## src/rtl/mem_stage_lsu_if.sv

```systemverilog
// rtl/mem_stage_lsu_if.sv - data bus interface between the memory stage and the data memory
//
// Purpose: groups the request/response data-bus signals of the memory stage.
// Ports (signals):
//   mem_req    - bus request (master -> slave)
//   mem_we     - bus write   (master -> slave)
//   mem_addr   - word-aligned address (master -> slave)
//   mem_be     - byte enables (master -> slave)
//   mem_wdata  - lane-steered store data (master -> slave)
//   mem_gnt    - request accepted this cycle (slave -> master)
//   mem_rvalid - read response / store acknowledge (slave -> master)
//   mem_rdata  - full bus read word (slave -> master)
interface mem_stage_lsu_if #(
  parameter int DATA_WIDTH = 32,
  parameter int ADDR_WIDTH = 32
);
  logic                    mem_req;
  logic                    mem_we;
  logic [ADDR_WIDTH-1:0]   mem_addr;
  logic [DATA_WIDTH/8-1:0] mem_be;
  logic [DATA_WIDTH-1:0]   mem_wdata;
  logic                    mem_gnt;
  logic                    mem_rvalid;
  logic [DATA_WIDTH-1:0]   mem_rdata;

  modport master (
    output mem_req, mem_we, mem_addr, mem_be, mem_wdata,
    input  mem_gnt, mem_rvalid, mem_rdata
  );

  modport slave (
    input  mem_req, mem_we, mem_addr, mem_be, mem_wdata,
    output mem_gnt, mem_rvalid, mem_rdata
  );
endinterface

```

## src/rtl/mem_stage_lsu.sv

```systemverilog
// rtl/mem_stage_lsu.sv - pipeline memory-access stage between EX and WB
//
// Purpose: passes ALU results through to registered WB outputs; runs load/store
// transactions on the data bus with byte-lane steering, sign/zero extension and
// a misalignment check; stalls EX while a transaction is outstanding.
// Ports:
//   clk, rst            - clock, asynchronous active-low reset
//   valid_in .. store_data_in - instruction fields presented by EX
//   stall_out           - EX must hold its inputs this cycle
//   bus                 - data bus (master side)
//   valid_out .. addr_err_out - registered WB outputs
module mem_stage_lsu #(
  parameter int DATA_WIDTH     = 32,
  parameter int ADDR_WIDTH     = 32,
  parameter int REG_ADDR_WIDTH = 5
) (
  input  logic                      clk,
  input  logic                      rst,
  input  logic                      valid_in,
  input  logic [DATA_WIDTH-1:0]     result_in,
  input  logic                      write_reg_en_in,
  input  logic [REG_ADDR_WIDTH-1:0] write_reg_addr_in,
  input  logic                      mem_en_in,
  input  logic                      mem_we_in,
  input  logic [1:0]                mem_size_in,
  input  logic                      mem_unsigned_in,
  input  logic [DATA_WIDTH-1:0]     store_data_in,
  output logic                      stall_out,
  mem_stage_lsu_if.master           bus,
  output logic                      valid_out,
  output logic [DATA_WIDTH-1:0]     result_out,
  output logic                      write_reg_en_out,
  output logic [REG_ADDR_WIDTH-1:0] write_reg_addr_out,
  output logic                      addr_err_out
);

  localparam int NB    = DATA_WIDTH / 8;
  localparam int OFF_W = $clog2(NB);

  typedef enum logic {IDLE, WAIT} state_t;

  state_t state_q, state_d;

  logic                      valid_q, valid_d;
  logic [DATA_WIDTH-1:0]     result_q, result_d;
  logic                      wen_q, wen_d;
  logic [REG_ADDR_WIDTH-1:0] waddr_q, waddr_d;
  logic                      err_q, err_d;

  // While reset is held the instruction is treated as absent, so stall_out
  // and the bus outputs collapse to their idle values.
  logic valid_g;
  assign valid_g = valid_in & rst;

  logic [OFF_W-1:0] off;
  logic [OFF_W+2:0] bit_sh;
  assign off    = result_in[OFF_W-1:0];
  assign bit_sh = {off, 3'b000};

  logic misaligned;
  always_comb begin
    case (mem_size_in)
      2'd0:    misaligned = 1'b0;
      2'd1:    misaligned = off[0];
      2'd2:    misaligned = (off != '0);
      default: misaligned = 1'b1;
    endcase
  end

  logic [NB-1:0] be_base;
  logic [NB-1:0] be_lane;
  always_comb begin
    case (mem_size_in)
      2'd0:    be_base = NB'(1);
      2'd1:    be_base = NB'(3);
      default: be_base = '1;
    endcase
  end
  assign be_lane = be_base << off;

  logic [DATA_WIDTH-1:0] wdata_lane;
  assign wdata_lane = store_data_in << bit_sh;

  logic [ADDR_WIDTH-1:0] addr_full;
  logic [ADDR_WIDTH-1:0] addr_word;
  assign addr_full = ADDR_WIDTH'(result_in);
  assign addr_word = addr_full & ~ADDR_WIDTH'(NB - 1);

  // Response extension relies on EX holding the instruction during WAIT.
  logic [DATA_WIDTH-1:0] rdata_sh;
  logic [DATA_WIDTH-1:0] load_data;
  assign rdata_sh = bus.mem_rdata >> bit_sh;
  always_comb begin
    case (mem_size_in)
      2'd0:    load_data = {{(DATA_WIDTH-8){~mem_unsigned_in & rdata_sh[7]}}, rdata_sh[7:0]};
      2'd1:    load_data = {{(DATA_WIDTH-16){~mem_unsigned_in & rdata_sh[15]}}, rdata_sh[15:0]};
      default: load_data = rdata_sh;
    endcase
  end

  logic req;

  always_comb begin
    state_d   = state_q;
    stall_out = 1'b0;
    req       = 1'b0;
    valid_d   = 1'b0;
    result_d  = '0;
    wen_d     = 1'b0;
    waddr_d   = '0;
    err_d     = 1'b0;

    case (state_q)
      IDLE: begin
        if (valid_g) begin
          if (!mem_en_in) begin
            valid_d  = 1'b1;
            result_d = result_in;
            wen_d    = write_reg_en_in;
            waddr_d  = write_reg_addr_in;
          end else if (misaligned) begin
            valid_d  = 1'b1;
            result_d = result_in;
            waddr_d  = write_reg_addr_in;
            err_d    = 1'b1;
          end else begin
            req       = 1'b1;
            stall_out = 1'b1;
            if (bus.mem_gnt) begin
              state_d = WAIT;
            end
          end
        end
      end
      WAIT: begin
        if (bus.mem_rvalid) begin
          state_d = IDLE;
          valid_d = 1'b1;
          waddr_d = write_reg_addr_in;
          if (mem_we_in) begin
            result_d = result_in;
          end else begin
            result_d = load_data;
            wen_d    = write_reg_en_in;
          end
        end else begin
          stall_out = 1'b1;
        end
      end
      default: state_d = IDLE;
    endcase
  end

  assign bus.mem_req   = req;
  assign bus.mem_we    = req & mem_we_in;
  assign bus.mem_addr  = req ? addr_word : '0;
  assign bus.mem_be    = req ? be_lane : '0;
  assign bus.mem_wdata = req ? wdata_lane : '0;

  always_ff @(posedge clk or negedge rst) begin
    if (!rst) begin
      state_q  <= IDLE;
      valid_q  <= 1'b0;
      result_q <= '0;
      wen_q    <= 1'b0;
      waddr_q  <= '0;
      err_q    <= 1'b0;
    end else begin
      state_q  <= state_d;
      valid_q  <= valid_d;
      result_q <= result_d;
      wen_q    <= wen_d;
      waddr_q  <= waddr_d;
      err_q    <= err_d;
    end
  end

  assign valid_out          = valid_q;
  assign result_out         = result_q;
  assign write_reg_en_out   = wen_q;
  assign write_reg_addr_out = waddr_q;
  assign addr_err_out       = err_q;

endmodule

```

## src/flat_wrapper.sv

```systemverilog
// flat-port wrapper written by rule: the top's interface ports become plain ports
module mem_stage_lsu_flat 
#(
  parameter int DATA_WIDTH     = 32,
  parameter int ADDR_WIDTH     = 32,
  parameter int REG_ADDR_WIDTH = 5
)
  (clk, rst, valid_in, result_in, write_reg_en_in, write_reg_addr_in, mem_en_in, mem_we_in, mem_size_in, mem_unsigned_in, store_data_in, stall_out, valid_out, result_out, write_reg_en_out, write_reg_addr_out, addr_err_out, bus_mem_req, bus_mem_we, bus_mem_addr, bus_mem_be, bus_mem_wdata, bus_mem_gnt, bus_mem_rvalid, bus_mem_rdata);
  mem_stage_lsu_if #(.DATA_WIDTH(DATA_WIDTH), .ADDR_WIDTH(ADDR_WIDTH)) bus_i ();
  input  logic clk;
  input  logic rst;
  input  logic valid_in;
  input  logic [DATA_WIDTH-1:0] result_in;
  input  logic write_reg_en_in;
  input  logic [REG_ADDR_WIDTH-1:0] write_reg_addr_in;
  input  logic mem_en_in;
  input  logic mem_we_in;
  input  logic [1:0] mem_size_in;
  input  logic mem_unsigned_in;
  input  logic [DATA_WIDTH-1:0] store_data_in;
  output logic stall_out;
  output logic valid_out;
  output logic [DATA_WIDTH-1:0] result_out;
  output logic write_reg_en_out;
  output logic [REG_ADDR_WIDTH-1:0] write_reg_addr_out;
  output logic addr_err_out;
  output wire logic [$bits(bus_i.mem_req)-1:0] bus_mem_req;
  output wire logic [$bits(bus_i.mem_we)-1:0] bus_mem_we;
  output wire logic [$bits(bus_i.mem_addr)-1:0] bus_mem_addr;
  output wire logic [$bits(bus_i.mem_be)-1:0] bus_mem_be;
  output wire logic [$bits(bus_i.mem_wdata)-1:0] bus_mem_wdata;
  input wire logic [$bits(bus_i.mem_gnt)-1:0] bus_mem_gnt;
  input wire logic [$bits(bus_i.mem_rvalid)-1:0] bus_mem_rvalid;
  input wire logic [$bits(bus_i.mem_rdata)-1:0] bus_mem_rdata;
  assign bus_mem_req = bus_i.mem_req;
  assign bus_mem_we = bus_i.mem_we;
  assign bus_mem_addr = bus_i.mem_addr;
  assign bus_mem_be = bus_i.mem_be;
  assign bus_mem_wdata = bus_i.mem_wdata;
  assign bus_i.mem_gnt = bus_mem_gnt;
  assign bus_i.mem_rvalid = bus_mem_rvalid;
  assign bus_i.mem_rdata = bus_mem_rdata;
  mem_stage_lsu #(.DATA_WIDTH(DATA_WIDTH), .ADDR_WIDTH(ADDR_WIDTH), .REG_ADDR_WIDTH(REG_ADDR_WIDTH)) u_core (.clk(clk), .rst(rst), .valid_in(valid_in), .result_in(result_in), .write_reg_en_in(write_reg_en_in), .write_reg_addr_in(write_reg_addr_in), .mem_en_in(mem_en_in), .mem_we_in(mem_we_in), .mem_size_in(mem_size_in), .mem_unsigned_in(mem_unsigned_in), .store_data_in(store_data_in), .stall_out(stall_out), .bus(bus_i), .valid_out(valid_out), .result_out(result_out), .write_reg_en_out(write_reg_en_out), .write_reg_addr_out(write_reg_addr_out), .addr_err_out(addr_err_out));
endmodule
```

## config.mk

```make
export PLATFORM = sky130hd
export DESIGN_NAME = mem_stage_lsu_flat
export DESIGN_NICKNAME = d
export VERILOG_FILES = /design/src/rtl/mem_stage_lsu_if.sv /design/src/rtl/mem_stage_lsu.sv /design/src/flat_wrapper.sv
export SDC_FILE = /design/constraint.sdc
export NUM_CORES = 1
export LEC_CHECK = 0
export CAP_MARGIN = 10
export CORE_MARGIN = 3
export CORE_UTILIZATION = 35
export CTS_CLUSTER_SIZE = 20
export DETAILED_ROUTE_END_ITERATION = 8
export PLACE_DENSITY_LB_ADDON = 0.2
export SYNTH_ARGS = -nofsm -noshare
export SYNTH_HDL_FRONTEND = slang
export SYNTH_SLANG_ARGS = --single-unit
```

## constraint.sdc

```tcl
create_clock -name clk -period 5.5 [get_ports clk]
set_clock_uncertainty 0.2 [all_clocks]
set_input_delay 1.1 -clock clk [delete_from_list [all_inputs] [get_ports clk]]
set_output_delay 1.1 -clock clk [all_outputs]
set_load 0.01 [all_outputs]
```

==> results of run 1 <==
-- registers in the layout, summed over array words and instances, names as in the netlist --
| signal | count |
|---|---|
| u_core.valid_out | 1 |
| u_core.state_q | 1 |
| u_core.write_reg_addr_out | 5 |
| u_core.result_out | 32 |
| u_core.addr_err_out | 1 |
| u_core.write_reg_en_out | 1 |
-- logic make-up after synthesis --
family,share of synthesized area [%]
multiplexers,13.3
buffers and inverters,5.64
flip-flops,34.5
AND/OR/NAND/NOR,22.9
XOR/XNOR,0.295
AO/OA/AOI/OAI,23.2
other,0.126
-- critical path: cells and delay by family --
family | cells | cell delay (ns)
buf+inv | 4 | 1.56
compound gates | 1 | 0.60
simple gates | 2 | 0.36
-- cells in the mapped netlist, drive strengths merged --
cell     number  area share [%]
a2111oi       1            0.51
a211o        13             3.8
a211oi       16             4.0
a21o          2            0.51
a21oi        20             3.4
a221o         8             2.7
a22o         10             2.9
a22oi         1            0.25
a31oi         1            0.21
a32o          5             1.7
and2         45             9.5
and3b         2            0.59
buf          17             3.6
clkbuf       12             1.5
conb          1            0.13
dfrtp        41              35
inv           4            0.51
mux2          1            0.38
mux2i        34              11
mux4          2             1.5
nand2         8             1.0
nand2b        3            0.63
nand3         3            0.51
nand3b        1            0.25
nand4b        1            0.29
nor2         40             5.1
nor2b        15             3.2
nor3          4            0.67
nor4          1            0.72
o21a          1            0.25
o21ai         9             1.6
o21bai        1            0.38
o221ai        1            0.29
o311ai        1            0.55
or2           1            0.21
or4b          1            0.34
xor2          1            0.29
-- worst max path at each step --
stage	startpoint	to	depth (start not counted)	slack, ns
floorplan	mem_size_in[1]	bus_mem_be[1]	7	1.79
global placement	mem_size_in[0]	bus_mem_addr[2]	7	0.58
detailed placement	mem_size_in[0]	bus_mem_addr[2]	7	0.52
CTS	mem_size_in[0]	bus_mem_addr[2]	7	0.52
global route	mem_size_in[0]	bus_mem_addr[2]	7	0.29
finish	mem_size_in[0]	bus_mem_addr[2]	7	0.55
-- per-layer routing --
metal  vias to the layer above  part of all wire (%)  GRT usage (%)
li1                       1605                     -              -
met1                      1553                    38           26.8
met2                       193                    50           41.1
met3                        18                    10           6.50
met4                         0                   1.9           7.67
met5                         -                     0              0
-- layout make-up --
class	count	area, um2
Timing Repair Buffer	228	2250
Clock inverter	2	37.5
Fill cell	640	2650
Clock buffer	6	82.6
Tap cell	102	128
Inverter	4	15.0
Multi-Input combinational cell	255	1780
Sequential cell	41	1030
-- power groups by stage --
stage / clock network (mW) / logic [mW] / registers (mW)
final: 0.262 / 0.265 / 0.319
after floorplan: 0 / 0.0994 / 0.333
after detailed placement: 0 / 0.265 / 0.325
after global placement: 0 / 0.260 / 0.325
after global routing: 0.281 / 0.286 / 0.321
after CTS: 0.265 / 0.266 / 0.319
-- through the flow --
step | setup WS [ns] | std cells | power [mW] | utilization [%]
after floorplan | 1.79 | 329 | 0.432 | -
after global placement | 0.578 | 630 | 0.586 | 65.3
after global routing | 0.294 | 638 | 0.887 | 66.8
after detailed placement | 0.524 | 630 | 0.591 | 65.3
after CTS | 0.520 | 638 | 0.851 | 66.8
final | 0.553 | 638 | 0.847 | 66.8
==> impl_metrics.json, run 1 <==
{
  "synthCells": 328,
  "fp.dieH_um": 98.1,
  "antenna_found_initial": 0,
  "drtIter0Drc": 152,
  "crit_required_ns": 4.20,
  "internal_power_uw": 615,
  "num_rows": 32,
  "root_buffer": "clkbuf_8",
  "hold_end": "u_core.state_q",
  "min-delay-start": "u_core.state_q",
  "gp_congestion": 0.857,
  "rsz0062_at_grt": "false",
  "p_leak_nw": 2.26,
  "worstPathMaxFanout": 33,
  "synthToLayoutAreaGrowth_pct": 79.0,
  "arrival_ns": 3.65,
  "clkSinkCount": 41,
  "grt_pass1_wl_mm": 17.9,
  "syn_area_um2": 2970,
  "min_period_over_period_pct": 89.9,
  "syn_avg_cell_area_um2": 9.06,
  "dpl-instance-area_um2": 5200,
  "path_class": "in2out",
  "clock.fmax_mhz": 202,
  "cts_resized": 0,
  "reg2regPathDepth": 4,
  "r2r_setup_slack_ns": 3.17,
  "worst_path_max_delay_cell": "clkdlybuf4s50_1",
  "combPwrFrac_pct": 31.3,
  "layout_common_cells": "clkdlybuf4s50_1, and2_1, dfrtp_1",
  "drv_cap": 0,
  "postCtsHoldBufs": 0,
  "clk_pin_slew_ns": 0.09,
  "wl_per_cell_um": 18.0,
  "p_seq_share_pct": 37.7,
  "setup_tns_ns": 0,
  "yosysUniqueCellTypes": 41,
  "start_util_pct": 37.3,
  "grt_pass1_vias": 3403,
  "drive_gt1_share_pct": 5.22,
  "portBuffers": 220,
  "peakVddDrop_mv": 0.122,
  "num_io_pins": 223,
  "status": "finished clean",
  "timing.critical_path.mode_cell": "clkdlybuf4s50_1",
  "grtUsageTotal_pct": 23.1,
  "slew_headroom_pct": 45.9,
  "postRouteWirelength_mm": 11.5,
  "num_vias": 3369,
  "layout_commonest_cell": "clkdlybuf4s50_1",
  "nets": 647,
  "ys_seq_area_share_pct": 34.5,
  "drt_first_pass_iters": 5,
  "finalHoldViolCount": 0,
  "period_minus_slack_ns": 4.95,
  "hold_class": "reg2reg",
  "power_density_nw_per_um2": 159,
  "holdWs_ns": 0.481,
  "setup_viol": 0,
  "switching_share_pct": 27.4,
  "htree_levels": 2,
  "fin_area_um2": 5320,
  "die_w_um": 98.1,
  "crit_chain": "clkdlybuf4s50_1, nor3_1, o21bai_2, inv_1, buf_4, and2_1, clkdlybuf4s50_1",
  "post_cts_buffers": 0,
  "die_area_um2": 9630,
  "ys_ff_latch": 41,
  "grt_max_degree": 43,
  "reg2reg_to": "u_core.result_out[27]",
  "ys_warn_count": 0,
  "critPathMaxStageDelay_ns": 0.68,
  "maxSlewViolCount": 0,
  "cts_max_path_buffers": 2,
  "clk_latency_ns": 0.29,
  "crit_path_end_kind": "output port",
  "grt-ovfl-total": 0,
  "worstReg2RegStart": "u_core.state_q",
  "tightest_slew_ns": 0.806,
  "hold_depth": 1,
  "start_kind": "input port",
  "clkPwrFrac_pct": 31.0,
  "power_switching_uw": 232,
  "antenna_cells": 0,
  "cts_made_buffers": 5,
  "core_area_um2": 7970,
  "ant_nets": 0,
  "viasPerCell": 5.28,
  "drc": 0,
  "dp.final_hpwl_mm": 9.14,
  "cts_tree": "done"
}
Note: power is estimated with default switching activity, not from simulation.
==> inputs of run 2 (changes only) <==
- CORE_UTILIZATION: 35 -> 31
- clock period: 5.5 -> 4.34 ns (I/O delays scaled with it)
==> run 2 against run 1 <==
Critical path depth is the same. Sequential power grew 27%. Final cell count grew 4.9%. Via count shrank 0.92%. Global-route usage is 2.5 points lower. Count of clock-buffer cells in the layout shrank 1. Combinational power rose by 28%. Power increased by 23%. Worst setup slack got worse by 0.27 ns. First-iteration DRC count rose by 2.6%. Critical path type unchanged. Largest cell class unchanged.
==> impl_metrics.json, run 2 (same netlist as run 1, synthesis figures left out) <==
{
  "drt_first_pass_iters": 4,
  "root_buffer": "clkbuf_8",
  "placed_cells": 662,
  "setup_viol": 0,
  "clkSinkCount": 41,
  "fin_ws_ns": 0.287,
  "viasPerCell": 4.99,
  "maxSlewViolCount": 0,
  "antenna_cells": 0,
  "crit_path_end_kind": "output port",
  "synthToLayoutAreaGrowth_pct": 80.9,
  "layout_common_cells": "clkdlybuf4s50_1, and2_1, dfrtp_1",
  "drc": 0,
  "crit_chain": "clkdlybuf4s50_1, nand4b_1, o21bai_2, inv_1, buf_4, and2_1, clkdlybuf4s50_1",
  "p_leak_nw": 2.29,
  "layout_commonest_cell": "clkdlybuf4s50_1",
  "min_period_over_period_pct": 93.4,
  "grt_max_degree": 55,
  "setup_tns_ns": 0,
  "r2r_setup_slack_ns": 1.97,
  "cts_max_path_buffers": 2,
  "drive_gt1_share_pct": 5.93,
  "path_class": "in2out",
  "startpoint": "mem_en_in",
  "cts_resized": 0,
  "grtUsageTotal_pct": 20.7,
  "holdWs_ns": 0.443,
  "largest_reg_flops": 32,
  "die_area_um2": 10800,
  "die_w_um": 104,
  "grt_pass1_vias": 3407,
  "layout.cells.non_filler": 669,
  "cts_made_buffers": 5,
  "worstReg2RegStart": "u_core.state_q",
  "ant_nets": 0,
  "wl_per_cell_um": 17.3,
  "gp_congestion": 0.809,
  "grt_pass1_wl_mm": 18.1,
  "post_cts_buffers": 0,
  "hold_class": "in2async",
  "postRouteWirelength_mm": 11.6,
  "reg2regPathDepth": 4,
  "portBuffers": 220,
  "grt-ovfl-total": 0,
  "drtIter0Drc": 156,
  "num_vias": 3338,
  "peakVddDrop_mv": 0.103,
  "slew_headroom_pct": 43.5,
  "rsz0062_at_grt": "false",
  "htree_levels": 2,
  "clk_pin_slew_ns": 0.08,
  "start_kind": "input port",
  "core_area_um2": 9280,
  "period_minus_slack_ns": 4.05,
  "power_density_nw_per_um2": 194,
  "arrival_ns": 2.99,
  "critPathMaxStageDelay_ns": 0.55,
  "dp_slack_ns": 0.281,
  "num_rows": 35,
  "clk_latency_ns": 0.29,
  "worst_path_max_delay_cell": "clkdlybuf4s50_1",
  "worstPathMaxFanout": 33,
  "fp.dieH_um": 104,
  "drv_cap": 0,
  "antenna_found_initial": 0,
  "start_util_pct": 32.0,
  "tightest_slew_ns": 0.841,
  "crit_required_ns": 3.27,
  "status": "finished clean",
  "timing.critical_path.mode_cell": "clkdlybuf4s50_1",
  "clock.fmax_mhz": 247,
  "nets": 652,
  "postCtsHoldBufs": 0,
  "num_io_pins": 223,
  "dp.final_hpwl_mm": 9.32,
  "finalHoldViolCount": 0,
  "cts_tree": "done"
}
run 2: cell count changes in the layout (fill, tap and decap cells not counted), sizes merged:
cell,previous run,this run
clkinvlp,1,0
clkinv,0,1
buf,11,16
clkbuf,6,5
run 2: where the power goes:
part	switching (mW)	internal [mW]	leakage, nW
Sequential	0.00526	0.399	0.555
Combinational	0.143	0.196	1.68
Clock	0.130	0.167	0.0540
Total	0.279	0.762	2.29
run 2: metrics by stage:
step	instance area, um2	util [%]	total power, mW
2_1_floorplan	2980	-	0.548
3_3_place_gp	5270	56.8	0.748
3_5_place_dp	5270	56.8	0.753
4_1_cts	5380	57.9	1.05
5_1_grt	5380	57.9	1.09
6_report	5380	57.9	1.04
run 2: cell type report:
cell class | count | area, um2
fill | 843 | 3910
timing repair buffer | 233 | 2290
multi-input combinational | 255 | 1780
sequential | 41 | 1030
tap | 129 | 161
clock buffer | 5 | 68.8
clock inverter | 2 | 35.0
inverter | 4 | 15.0
run 2: final timing paths:
kind,endpoint
setup / recovery,bus_mem_addr[22]
hold / removal,u_core.addr_err_out
setup reg to reg,u_core.result_out[31]
hold reg to reg,u_core.state_q
max in group asynchronous,u_core.result_out[5]
min in group clk,u_core.state_q
run 2: layer usage:
layer | part of all wire, % | wire (um) | global-route usage (%) | vias up
met4 | 1.4 | 158 | 4.75 | 0
met3 | 8.4 | 979 | 6.08 | 12
li1 | - | - | - | 1608
met1 | 41 | 4770 | 24.5 | 1545
met5 | 0 | 0 | 0 | -
met2 | 49 | 5700 | 36.9 | 173
run 2: critical path, delay by kind of cell:
family                 cells  cell delay, ns
AO/OA/AOI/OAI              1            0.27
AND/OR/NAND/NOR            2            0.41
buffers and inverters      4            1.43
